--- src/rtl/mem_arbiter.sv ---
`timescale 1ns/1ps
// ----------------------------------------------------------------------------
// mem_arbiter
//
// Shares one single-port memory bus between the instruction-fetch requester
// (i_*) and the load/store requester (d_*). Only one transaction is in flight
// at a time. Data requests win arbitration, but once MAX_D_BURST data grants
// have been made back-to-back while a fetch was waiting, the fetch gets the
// next slot. A fetch may be cancelled (pipe flush) at any point. The memory
// command still runs to completion, and only the fetch ack is suppressed.
//
// Ports
//   clk, rst            clock (rising edge), asynchronous active-high reset
//   i_req/i_addr        fetch request and address, held until i_ack/i_cancel
//   i_cancel            drop the pending or in-flight fetch
//   i_ack/i_rdata       one-cycle fetch completion and instruction word
//   d_req/d_we/d_addr/
//   d_wdata/d_wstrb     data request payload, held until d_ack
//   d_ack/d_rdata       one-cycle data completion and load data
//   m_valid/m_ready     memory command handshake (m_valid held until m_ready)
//   m_we/m_addr/
//   m_wdata/m_wstrb     memory command payload (m_wstrb is 0 for reads)
//   m_rvalid/m_rdata    memory completion pulse and read data
//
// Every output comes straight from a register.
// ----------------------------------------------------------------------------
module mem_arbiter #(
  parameter int MAX_D_BURST = 4
) (
  input  logic        clk,
  input  logic        rst,
  // fetch port
  input  logic        i_req,
  input  logic [31:0] i_addr,
  input  logic        i_cancel,
  output logic        i_ack,
  output logic [31:0] i_rdata,
  // data port
  input  logic        d_req,
  input  logic        d_we,
  input  logic [31:0] d_addr,
  input  logic [31:0] d_wdata,
  input  logic [3:0]  d_wstrb,
  output logic        d_ack,
  output logic [31:0] d_rdata,
  // memory port
  output logic        m_valid,
  input  logic        m_ready,
  output logic        m_we,
  output logic [31:0] m_addr,
  output logic [31:0] m_wdata,
  output logic [3:0]  m_wstrb,
  input  logic        m_rvalid,
  input  logic [31:0] m_rdata
);

  localparam int STREAK_W = $clog2(MAX_D_BURST + 1);

  typedef enum logic [1:0] {
    S_IDLE,
    S_ISSUE,
    S_WAIT,
    S_RESP
  } state_t;

  typedef enum logic {
    OWN_I,
    OWN_D
  } owner_t;

  state_t              r_state;
  owner_t              r_owner;
  logic                r_cancelled;
  logic [STREAK_W-1:0] r_d_streak;

  logic                r_m_valid;
  logic                r_m_we;
  logic [31:0]         r_m_addr;
  logic [31:0]         r_m_wdata;
  logic [3:0]          r_m_wstrb;
  logic                r_i_ack;
  logic [31:0]         r_i_rdata;
  logic                r_d_ack;
  logic [31:0]         r_d_rdata;

  // Arbitration, only acted on in IDLE. The streak cap only bites while a
  // fetch is actually waiting.
  logic w_streak_full;
  logic w_grant_d;
  logic w_grant_i;

  assign w_streak_full = (r_d_streak == STREAK_W'(MAX_D_BURST));
  assign w_grant_d     = d_req && !(i_req && w_streak_full);
  assign w_grant_i     = !w_grant_d && i_req && !i_cancel;

  // The completion cycle: the memory response is seen in ISSUE (same cycle
  // as m_ready) or in WAIT. A response at any other time is ignored.
  logic w_resp_enter;
  logic w_cancel_now;

  assign w_resp_enter = ((r_state == S_ISSUE) && m_ready && m_rvalid) ||
                        ((r_state == S_WAIT) && m_rvalid);
  assign w_cancel_now = ((r_state == S_ISSUE) || (r_state == S_WAIT)) &&
                        (r_owner == OWN_I) && i_cancel;

  // NOTE: sequential state uses non-blocking assignments only, so every
  // register reads the pre-edge value of every other register.
  always_ff @(posedge clk or posedge rst) begin
    if (rst) begin
      r_state     <= S_IDLE;
      r_owner     <= OWN_I;
      r_cancelled <= 1'b0;
      r_d_streak  <= '0;
      r_m_valid   <= 1'b0;
      r_m_we      <= 1'b0;
      r_m_addr    <= '0;
      r_m_wdata   <= '0;
      r_m_wstrb   <= '0;
      r_i_ack     <= 1'b0;
      r_i_rdata   <= '0;
      r_d_ack     <= 1'b0;
      r_d_rdata   <= '0;
    end else begin
      // Acks are single-cycle pulses unless set below on completion.
      r_i_ack <= 1'b0;
      r_d_ack <= 1'b0;

      unique case (r_state)
        S_IDLE: begin
          if (w_grant_d) begin
            r_owner   <= OWN_D;
            r_m_valid <= 1'b1;
            r_m_we    <= d_we;
            r_m_addr  <= d_addr;
            r_m_wdata <= d_wdata;
            r_m_wstrb <= d_we ? d_wstrb : 4'b0000;
            r_state   <= S_ISSUE;
            if (!i_req) begin
              r_d_streak <= '0;
            end else if (!w_streak_full) begin
              r_d_streak <= r_d_streak + STREAK_W'(1);
            end
          end else if (w_grant_i) begin
            r_owner    <= OWN_I;
            r_m_valid  <= 1'b1;
            r_m_we     <= 1'b0;
            r_m_addr   <= i_addr;
            r_m_wdata  <= '0;
            r_m_wstrb  <= 4'b0000;
            r_state    <= S_ISSUE;
            r_d_streak <= '0;
          end
        end

        S_ISSUE: begin
          // The command stays on the bus even if the fetch is cancelled.
          if (m_ready) begin
            r_m_valid <= 1'b0;
            r_state   <= m_rvalid ? S_RESP : S_WAIT;
          end
        end

        S_WAIT: begin
          if (m_rvalid) begin
            r_state <= S_RESP;
          end
        end

        S_RESP: begin
          // No arbitration here: a requester still holding req for the
          // transaction just acked must not be granted a second time.
          r_state     <= S_IDLE;
          r_cancelled <= 1'b0;
        end

        default: begin
          r_state <= S_IDLE;
        end
      endcase

      if (w_cancel_now) begin
        r_cancelled <= 1'b1;
      end

      if (w_resp_enter) begin
        if (r_owner == OWN_D) begin
          r_d_rdata <= m_rdata;
          r_d_ack   <= 1'b1;
        end else begin
          r_i_rdata <= m_rdata;
          // A cancel on the completion cycle itself also suppresses the ack.
          r_i_ack   <= !(r_cancelled || i_cancel);
        end
      end
    end
  end

  assign m_valid = r_m_valid;
  assign m_we    = r_m_we;
  assign m_addr  = r_m_addr;
  assign m_wdata = r_m_wdata;
  assign m_wstrb = r_m_wstrb;
  assign i_ack   = r_i_ack;
  assign i_rdata = r_i_rdata;
  assign d_ack   = r_d_ack;
  assign d_rdata = r_d_rdata;

endmodule
--- config.mk ---
export PLATFORM = sky130hd
export DESIGN_NAME = mem_arbiter
export DESIGN_NICKNAME = d
export VERILOG_FILES = /design/src/rtl/mem_arbiter.sv
export SDC_FILE = /design/constraint.sdc
export NUM_CORES = 1
export LEC_CHECK = 0
export CELL_PAD_IN_SITES_DETAIL_PLACEMENT = 0
export CELL_PAD_IN_SITES_GLOBAL_PLACEMENT = 1
export CORE_MARGIN = 3
export CORE_UTILIZATION = 34
export DETAILED_ROUTE_END_ITERATION = 16
export PLACE_DENSITY_LB_ADDON = 0.1
export SYNTH_ARGS = -nofsm -noshare
export SYNTH_HDL_FRONTEND = slang
export SYNTH_SLANG_ARGS = --single-unit
--- constraint.sdc ---
create_clock -name clk -period 9.77 [get_ports clk]
set_clock_uncertainty 0.2 [all_clocks]
set_input_delay 1.4655 -clock clk [delete_from_list [all_inputs] [get_ports clk]]
set_output_delay 1.4655 -clock clk [all_outputs]
set_load 0.01 [all_outputs]
==> metrics.yaml, run 1 <==
required_ns: 9.86
postCtsHoldBufs: 0
design_area_um2: 9490
ios: 276
cp_slowest_cell: "o211a_1"
antenna_found_initial: 0
cts_htree_levels: 4
slew_viol_final: 0
grt_max_degree: 81
critPathMaxStageDelay_ns: 0.93
path_cells: "clkdlybuf4s50_1, and2b_1, o211a_1, o21ai_0, a21o_1"
drive_gt1_share_pct: 15.6
max_freq_mhz: 280
relSlewSlack_pct: 22.8
stdcell_count: 959
p_clk_share_pct: 23.3
synth-seq-cells: 143
syn_nets: 605
setup_viol: 0
die_h_um: 138
status: "finished clean"
synth_edf_count: 0
finalWirelength_um: 16400
finalCritPeriodShare_pct: 36.5
p_switching_w: 0.000932
place_area_um2: 8850
cts-root-buf: "clkbuf_16"
fp.dieArea_um2: 19000
hold_viol_final: 0
leakagePower_nw: 4.07
worst-r2r-cell-count: 6
share_comb_of_total_power_pct: 43.0
cts_resized: 0
arrival_ns: 3.66
critPathLaunchType: "input pin"
diodes: 0
grt_remaining_overflow: 0
cts_buffer_depth: 2
post_cts_buffers: 0
fin_setup_tns_ns: 0
ir_worst_vdd_v: 0.000127
grt_pass1_vias: 4784
netlist_area_um2: 5920
pwr-share-seq_pct: 33.7
post-route-drc-count: 0
wl_per_cell_um: 17.2
ys_warn_count: 0
maxCapViolCount: 0
placed_cells: 929
critPathMaxFanout: 34
tightest_slew_ns: 1.16
synthArstFlopShare_pct: 100
finalPower_w: 0.00304
ys_types: 36
grt_usage_pct: 17.1
hpwl_um: 11500
clkTransAtPathRegs_ns: 0.06
portBuffers: 275
num_rows: 47
dieWidth_um: 138
first_pass_iters: 4
pwr_density_cell_nw_per_um2: 320
cp-end-kind: "register"
synthCells: 458
hold_path.class: "register to register"
ys_seq_area_share_pct: 60.5
clkLatencyLatePin_ns: 0.41
period_needed_ns: 3.57
cts_tree: "done"
grt_pass1_wl_um: 25100
hold-path-cell-count: 1
use_met1_pct: 19.9
place_congestion: 0.767
ant_nets: 0
final_nets: 875
start_util_pct: 35.2
vias: 4683
use_met3_pct: 6.28
top_usage_layer: "met2"
cts_inserted_buffers: 17
p_int_w: 0.00211
grtUsageMet2_pct: 28.5
post-route-util_pct: 56.4
avgViaCountPerCell: 4.88
path_class: "input pin to register"
area_delta_synth_final_pct: 60.4
clock_sinks: 143
first_iter_violations: 146
syn_area_per_cell_um2: 12.9
core-area_um2: 16800
rsz0062_at_grt: "no"
swShare_pct: 30.7
ys.flop_type: "dfrtp_1"
## cells in the final DEF, fill, tap and decap left out, drive strengths merged, types with 3 or more instances in the layout
| cell | n |
|---|---|
| nand2 | 3 |
| nor3 | 33 |
| mux2 | 65 |
| bufinv | 5 |
| clkbuf | 18 |
| clkdlybuf4s50 | 275 |
| dfrtp | 143 |
| a22o | 33 |
| a32o | 4 |
| inv | 48 |
| o21ai | 4 |
| a311oi | 32 |
| ha | 7 |
| nor2 | 33 |
| buf | 8 |
| a21o | 3 |
## metal layers
metal	vias up	routed length (µm)
li1	2178	-
met1	2298	6450
met2	182	8050
met3	25	1530
met4	0	419
met5	-	0
## power by group through the flow
stage / Sequential, W / Clock [W] / Combinational (W)
global route: 0.00106 / 0.000751 / 0.00141
detailed placement: 0.00103 / 0 / 0.00133
finish: 0.00102 / 0.000708 / 0.00131
global placement: 0.00102 / 0 / 0.00131
floorplan: 0.00115 / 0 / 0.000483
CTS: 0.00103 / 0.000727 / 0.00133
## worst max-delay path, delay by kind of cell
kind / cells / cell delay [ns]
buffers and inverters: 1 / 0.53
AND/OR/NAND/NOR: 1 / 0.30
AO/OA/AOI/OAI: 3 / 1.37
## cells by family after synthesis
group	after synthesis	share of synthesized area, %
flops	143	60.5
simple gates	81	6.51
compound gates	85	13.2
mux	66	12.5
buf+inv	76	5.81
fa+ha+maj	7	1.48
## path summary, 6_finish.rpt
| kind | from | endpoint | slack, ns |
|---|---|---|---|
| worst max-delay path | i_cancel | r_d_streak[2]$_DFFE_PP0P_ | 6.20 |
| worst min-delay path | r_cancelled$_DFFE_PP0P_ | i_ack$_DFF_PP0_ | 0.23 |
| worst max register to register | r_state[0]$_DFFE_PP0P_ | r_d_streak[2]$_DFFE_PP0P_ | 6.84 |
| worst min register to register | r_cancelled$_DFFE_PP0P_ | i_ack$_DFF_PP0_ | 0.23 |
| max in group asynchronous | rst | d_rdata[3]$_DFFE_PP0P_ | 6.66 |
| min in group asynchronous | rst | i_rdata[12]$_DFFE_PP0P_ | 1.35 |
## registers in the layout (all words and copies together), names as in the netlist, 2 cells and up
name,cells
d_rdata,32
i_rdata,32
m_addr,32
m_wdata,32
m_wstrb,4
r_d_streak,3
r_state,2
## cells in the mapped netlist, types with 3 or more instances
library cell	n	area, µm²
a21o_1	3	22.5
a22o_1	33	289
buf_4	11	82.6
ha_1	7	87.6
nor2_1	33	124
clkbuf_1	7	26.3
a311oi_2	9	135
dfrtp_1	143	3580
buf_2	14	70.1
mux2_2	64	721
a32o_1	4	40.0
nand2_1	3	11.3
a311oi_1	23	201
o21ai_0	4	20.0
nor3_1	32	160
inv_1	44	165
## cell type report
class,count,area (µm²)
Sequential cell,143,3580
Clock buffer,18,439
Fill cell,1420,7330
Timing Repair Buffer,283,2810
Inverter,44,170
Tap cell,220,275
Multi-Input combinational cell,239,2010
Clock inverter,12,205
## metrics by stage
step | worst slack [ns] | hold WS [ns]
final | 6.20 | 0.235
after global routing | 6.02 | 0.253
after CTS | 6.20 | 0.243
after detailed placement | 5.75 | 0.235
after global placement | 5.72 | 0.219
after floorplan | 4.27 | 0.206
(Power assumes the default switching activity.)
==> run 2, diff against run 1 <==
--- a/config.mk
+++ b/config.mk
@@ -8,7 +8,7 @@
 export CELL_PAD_IN_SITES_DETAIL_PLACEMENT = 0
 export CELL_PAD_IN_SITES_GLOBAL_PLACEMENT = 1
 export CORE_MARGIN = 3
-export CORE_UTILIZATION = 34
+export CORE_UTILIZATION = 31
 export DETAILED_ROUTE_END_ITERATION = 16
 export PLACE_DENSITY_LB_ADDON = 0.1
 export SYNTH_ARGS = -nofsm -noshare
==> constraint.sdc (replaced) <==
create_clock -name clk -period 3.4 [get_ports clk]
set_clock_uncertainty 0.2 [all_clocks]
set_input_delay 0.51 -clock clk [delete_from_list [all_inputs] [get_ports clk]]
set_output_delay 0.51 -clock clk [all_outputs]
set_load 0.01 [all_outputs]
==> metrics.yaml, run 2 (same netlist as run 1, synthesis figures left out) <==
cts_buffer_depth: 2  # unchanged
hpwl_um: 12200  # +5.4%
ir_worst_vdd_v: 0.000427  # +240%
grt_max_degree: 69  # -15%
critPathLaunchType: "register"
post_cts_buffers: 0  # unchanged
grt_pass1_vias: 5009  # +4.7%
num_rows: 49  # +4.3%
critPathMaxFanout: 32  # -5.9%
grt_usage_pct: 16.1  # -1.0 points
ant_nets: 0  # unchanged
ios: 276  # unchanged
fp.dieArea_um2: 20800  # +9.3%
diodes: 0  # unchanged
grt_remaining_overflow: 0  # unchanged
start_util_pct: 32.3  # -2.9 points
vias: 4679  # -0.085%
grt_pass1_wl_um: 26300  # +4.8%
status: "finished clean"
fin_setup_tns_ns: 0  # unchanged
n_fill_cell: 1560  # +9.9%
avgViaCountPerCell: 4.79  # -1.9%
clkLatencyLatePin_ns: 0.41  # about the same
fin_ws_ns: 0.756  # -5.44 ns
required_ns: 3.50  # -6.36 ns
wl_per_cell_um: 17.1  # about the same
post-route-drc-count: 0  # unchanged
slew_viol_final: 0  # unchanged
finalCritPeriodShare_pct: 77.8
setup_viol: 0  # unchanged
tightest_slew_ns: 0.726  # -0.432 ns
cts_inserted_buffers: 17  # unchanged
cp-end-kind: "register"
first_pass_iters: 4  # unchanged
drive_gt1_share_pct: 16.6  # +1.0 points
cts_htree_levels: 4  # unchanged
clock_sinks: 143  # unchanged
relSlewSlack_pct: 51.4  # +29 points
place_area_um2: 8940  # +1.0%
cts_resized: 0  # unchanged
p_clk_share_pct: 22.3  # -1.0 points
swShare_pct: 31.2  # +0.52 points
path_class: "register to register"
place_ws_ns: 0.715  # -5.04 ns
area_delta_synth_final_pct: 61.5
cts_tree: "done"
placed_cells: 945  # +1.7%
cts-root-buf: "clkbuf_16"
final_nets: 882  # +0.80%
arrival_ns: 2.75  # -0.91 ns
hold_path.class: "register to register"
rsz0062_at_grt: "no"
finalWirelength_um: 16800  # +1.8%
first_iter_violations: 175  # +20%
postCtsHoldBufs: 0  # unchanged
maxCapViolCount: 0  # unchanged
leakagePower_nw: 4.09  # +0.61%
antenna_found_initial: 0  # unchanged
final_cell_mix: "clkdlybuf4s50_1 (275), dfrtp_1 (143), mux2_2 (64)"
portBuffers: 275  # unchanged
p_switching_w: 0.00271  # +190%
core-area_um2: 18300  # +9.0%
pwr_density_cell_nw_per_um2: 909  # +180%
max_freq_mhz: 378
p_int_w: 0.00598  # +180%
hold_viol_final: 0  # unchanged
hold_ws_ns: 0.222  # -0.0125 ns
place_congestion: 0.753  # -1.9%
share_comb_of_total_power_pct: 43.8  # +0.8 points
die_h_um: 144  # +4.5%
layout_commonest_cell: "clkdlybuf4s50_1"
design_area_um2: 9560  # +0.72%
stdcell_count: 977  # +1.9%
clkTransAtPathRegs_ns: 0.06  # about the same
period_needed_ns: 2.64
dieWidth_um: 144  # +4.5%
pwr-share-seq_pct: 33.9  # +0.2 points
==> run 2: per-stage QoR <==
step                total power [W]  util, %
global placement            0.00675     48.8
detailed placement          0.00684     48.8
CTS                         0.00883     52.2
finish                      0.00869     52.2
global route                0.00925     52.2
floorplan                   0.00469        -
==> run 2: path summary, 6_finish.rpt <==
path,from,end,cells after the start,slack [ns]
worst max-delay path,r_state[0]$_DFFE_PP0P_,m_addr[9]$_DFFE_PP0P_,7,0.76
worst min-delay path,r_cancelled$_DFFE_PP0P_,i_ack$_DFF_PP0_,1,0.22
worst max register to register,r_state[0]$_DFFE_PP0P_,m_addr[9]$_DFFE_PP0P_,7,0.76
worst min register to register,r_cancelled$_DFFE_PP0P_,i_ack$_DFF_PP0_,1,0.22
max in group asynchronous,rst,m_addr[30]$_DFFE_PP0P_,3,1.82
min in group asynchronous,rst,i_rdata[25]$_DFFE_PP0P_,2,0.33
==> run 2: critical path: stages (launching register included) <==
cell	delay (ns)
dfrtp_1	0.41
inv_1	0.16
ha_2	0.52
buf_4	0.37
o211a_1	0.22
buf_4	0.35
nor2_1	0.07
a311oi_1	0.23
==> run 2: routing by layer <==
layer	wire (µm)	track usage (%)	up-vias
met4	268	5.25	0
li1	-	-	2197
met3	1390	5.56	21
met1	7100	20.1	2280
met2	8000	26.4	181
met5	0	0	-
==> run 2: power groups by stage <==
stage	logic [W]	clock network, W	registers, W
3_3_place_gp	0.00379	0	0.00295
4_1_cts	0.00387	0.00200	0.00296
6_report	0.00380	0.00194	0.00295
3_5_place_dp	0.00386	0	0.00298
2_1_floorplan	0.00139	0	0.00330
5_1_grt	0.00411	0.00208	0.00306
==> run 2: final cells by class <==
| type | instances | area (µm²) | share of cell area [%] |
|---|---|---|---|
| Multi-Input combinational cell | 239 | 2010 | 21.1 |
| Tap cell | 229 | 287 | 3.00 |
| Clock buffer | 21 | 470 | 4.92 |
| Clock inverter | 11 | 153 | 1.60 |
| Inverter | 44 | 169 | 1.77 |
| Sequential cell | 143 | 3580 | 37.4 |
| Timing Repair Buffer | 290 | 2890 | 30.2 |
==> RTL edit 1, RTL diff (config.mk and constraints of run 2) <==
The parameter `MAX_D_BURST` goes from 4 to 8.
--- a/src/rtl/mem_arbiter.sv
+++ b/src/rtl/mem_arbiter.sv
@@ -25,7 +25,7 @@
 // Every output comes straight from a register.
 // ----------------------------------------------------------------------------
 module mem_arbiter #(
-  parameter int MAX_D_BURST = 4
+  parameter int MAX_D_BURST = 8
 ) (
   input  logic        clk,
   input  logic        rst,
Formal check against the unedited RTL: no difference found for any inputs over 4 cycles, from zero or initial values and one cycle with rst high; that may be too few to reach the edited logic, so the function may still have changed.
==> RTL edit 1 against run 2 <==
Setup slack improved by 0.32 ns. Sequential cell count rose by 1. Power fell by 2.5%. Sequential share of layout area rose by 0.56 points. Cell area fell by 0.79%. Routed wire length fell by 2.2%. Synthesized area fell by 0.21%. Critical endpoint is now i_rdata[10].
==> RTL edit 1: results (changes against run 2) <==
[status]
status=finished clean

[logic_synthesis]
ys_top_cells_by_count=dfrtp_1 (144), nand2_1 (74), mux2_2 (64)
synth_compound_area_share_pct=13.8  ; +0.62 points
synthMuxAreaShare_pct=12.6  ; +0.027 points
synth-adder-area-share_pct=1.48  ; +0.0031 points
syn_nets=616  ; +1.8%
synth_xor_area_share_pct=0.148  ; +0.15 points
yosys-top-cells-area=dfrtp_1 (61%), mux2_2 (12%), o22a_1 (4.7%)
syn_inst=469  ; +2.4%

[detailed_routing]
totalWireLength_um=16400  ; -2.2%
dr_wl_met3_um=1250  ; -9.9%
via_per_inst=4.67  ; -2.4%
drt_iter0_markers=224  ; +28%
drt-met1-wl_um=6730  ; -5.2%

[finish]
seq_share_pct=38.0  ; +0.56 points
multi_input_area_sq_um=2090  ; +3.9%
buf_share_pct=30.0  ; -0.24 points
nClkBuffers=20  ; -4.8%
fillers=1610  ; +3.2%
multi_input_gates=285  ; +19%
finalNonFillerCells=985  ; +0.82%
final_nets=891  ; +1.0%
drive_gt1_share_pct=14.8  ; -1.8 points
seq_cells=144  ; +0.70%

[placed_design]
gp_congestion=0.734  ; -2.5%
placedCellCount=954  ; +0.95%
hpwlAfterDp_um=11800  ; -2.8%

[worst_setup_path]
critPathSlowestCell=dfrtp_1
r2r_start=r_state[1]
critPathMaxStageDelay_ns=0.41  ; -0.11 ns

[grt]
grt_max_degree=57  ; -17%
grt_util_met2_pct=27.3  ; +0.93 points
grt_util_all_layers_pct=15.7  ; -0.37 points
grt_util_met1_pct=18.6  ; -1.5 points

[timing]
tightest_slew_ns=0.594  ; -0.132 ns

[power_and_ir_drop]
vdd_drop_max_uv=382  ; -11%

==> RTL edit 1: power groups by stage <==
| stage | combinational (W) | clock, W | sequential (W) |
|---|---|---|---|
| floorplan | 0.00131 | 0 | 0.00329 |
| global placement | 0.00363 | 0 | 0.00293 |
| detailed placement | 0.00370 | 0 | 0.00297 |
| CTS | 0.00371 | 0.00198 | 0.00294 |
| global route | 0.00394 | 0.00206 | 0.00304 |
| finish | 0.00363 | 0.00192 | 0.00293 |
==> RTL edit 1: through the flow <==
stage	utilization (%)	power, W	setup slack (ns)	hold slack (ns)	area (sq um)
after detailed placement	48.4	0.00666	0.768	0.239	8880
final	51.8	0.00848	1.08	0.242	9490
after CTS	51.8	0.00863	1.02	0.248	9490
after floorplan	-	0.00460	0.885	0.209	5910
after global routing	51.8	0.00903	0.904	0.271	9490
after global placement	48.4	0.00657	0.815	0.238	8880
==> RTL edit 2, RTL diff (settings of run 2) <==
Made on the original files. The 4 states of `state_t` get a one-hot encoding in 4 bits.
--- a/src/rtl/mem_arbiter.sv
+++ b/src/rtl/mem_arbiter.sv
@@ -56,11 +56,11 @@
 
   localparam int STREAK_W = $clog2(MAX_D_BURST + 1);
 
-  typedef enum logic [1:0] {
-    S_IDLE,
-    S_ISSUE,
-    S_WAIT,
-    S_RESP
+  typedef enum logic [3:0] {
+    S_IDLE  = 4'b0001,
+    S_ISSUE = 4'b0010,
+    S_WAIT  = 4'b0100,
+    S_RESP  = 4'b1000
   } state_t;
 
   typedef enum logic {
Behaviour: same outputs for any inputs over 4 cycles, from zero or initial values and one cycle with rst high; so few cycles prove little.
==> RTL edit 2 against run 2 <==
Sequential share of layout area is 1.5 points lower. Routed wire length up 9.5%. Via count rose by 4.1%. Cell area grew 5.7%. Setup slack worse by 0.040 ns. First-iteration DRC count up 23%. Power rose by 2.2%. Sequential cell count is 2 higher. Synthesized area up 11%. Largest power group unchanged.
==> RTL edit 2: results (changes against run 2) <==
[status]
status=finished clean

[finish]
fillers=1808  ; +16%
multi_input_area_sq_um=2510  ; +25%
nClkBuffers=18  ; -14%
regArea_sq_um=3630  ; +1.4%
seq_cells=145  ; +1.4%
inverters_excl_clock=38  ; -14%
multi_input_gates=241  ; +0.84%
clock_area_share_pct=5.98  ; -0.54 points

[detailed_routing]
via_per_inst=4.81  ; +0.52%
dr_wl_met3_um=1630  ; +18%
wl_met2_um=9040  ; +13%
first_pass_iters=6  ; +2
drt-met1-wl_um=7470  ; +5.2%

[worst_setup_path]
reg2reg_depth=4  ; -3
arrival_ns=2.84  ; +0.09 ns
crit_path_start=r_state[0]
critical_path.top_delay_family=simple AND/OR/NAND/NOR gates
critPathSlowestCell=dfstp_2
cp_max_fo=29  ; -9.4%
timing.rr.end=m_wdata[13]
critPathMaxStageDelay_ns=0.63  ; +0.11 ns

[logic_synthesis]
synth_compound_area_share_pct=20.8  ; +7.6 points
synth-adder-area-share_pct=0.382  ; -1.1 points
yosys-top-cells-area=dfrtp_1 (55%), a2111oi_4 (7.6%), mux2_4 (6.6%)
ys_types=39  ; +8.3%
seq_area_frac_synth_pct=55.4  ; -5.1 points

[grt]
grt_util_all_layers_pct=16.0  ; -0.056 points
grt_max_degree=66  ; -4.3%
grtUsageMet3_pct=5.77  ; +0.22 points

[placed_design]
hpwlAfterDp_um=12700  ; +4.6%

[power_and_ir_drop]
leakage_nw=4.27  ; +4.4%

RTL edit 2: cell types whose count changed in the layout (fill, tap and decap cells not counted), moves of 16 or more:
cell / delta
nor3_1: -31
mux2_4: +29
a221oi_1: +32
a2111oi_4: +18
a2111oi_0: +16
a311oi_1: -23
mux2_2: -39
RTL edit 2: metrics by stage:
stage | hold slack (ns) | setup WS (ns) | cells | total power (W)
after floorplan | 0.224 | 0.872 | 466 | 0.00498
after global placement | 0.246 | 0.560 | 981 | 0.00695
after detailed placement | 0.256 | 0.518 | 981 | 0.00703
after CTS | 0.256 | 0.687 | 1012 | 0.00904
after global routing | 0.276 | 0.537 | 1012 | 0.00944
final | 0.250 | 0.716 | 1012 | 0.00889
RTL edit 2: cells by family (layout without fill, tap and decap cells):
family / Yosys count / in the layout
simple gates: 56 / 56
compound gates: 119 / 119
mux: 64 / 64
flops: 145 / 145
fa+ha+maj: 2 / 2
buf+inv: 80 / 356
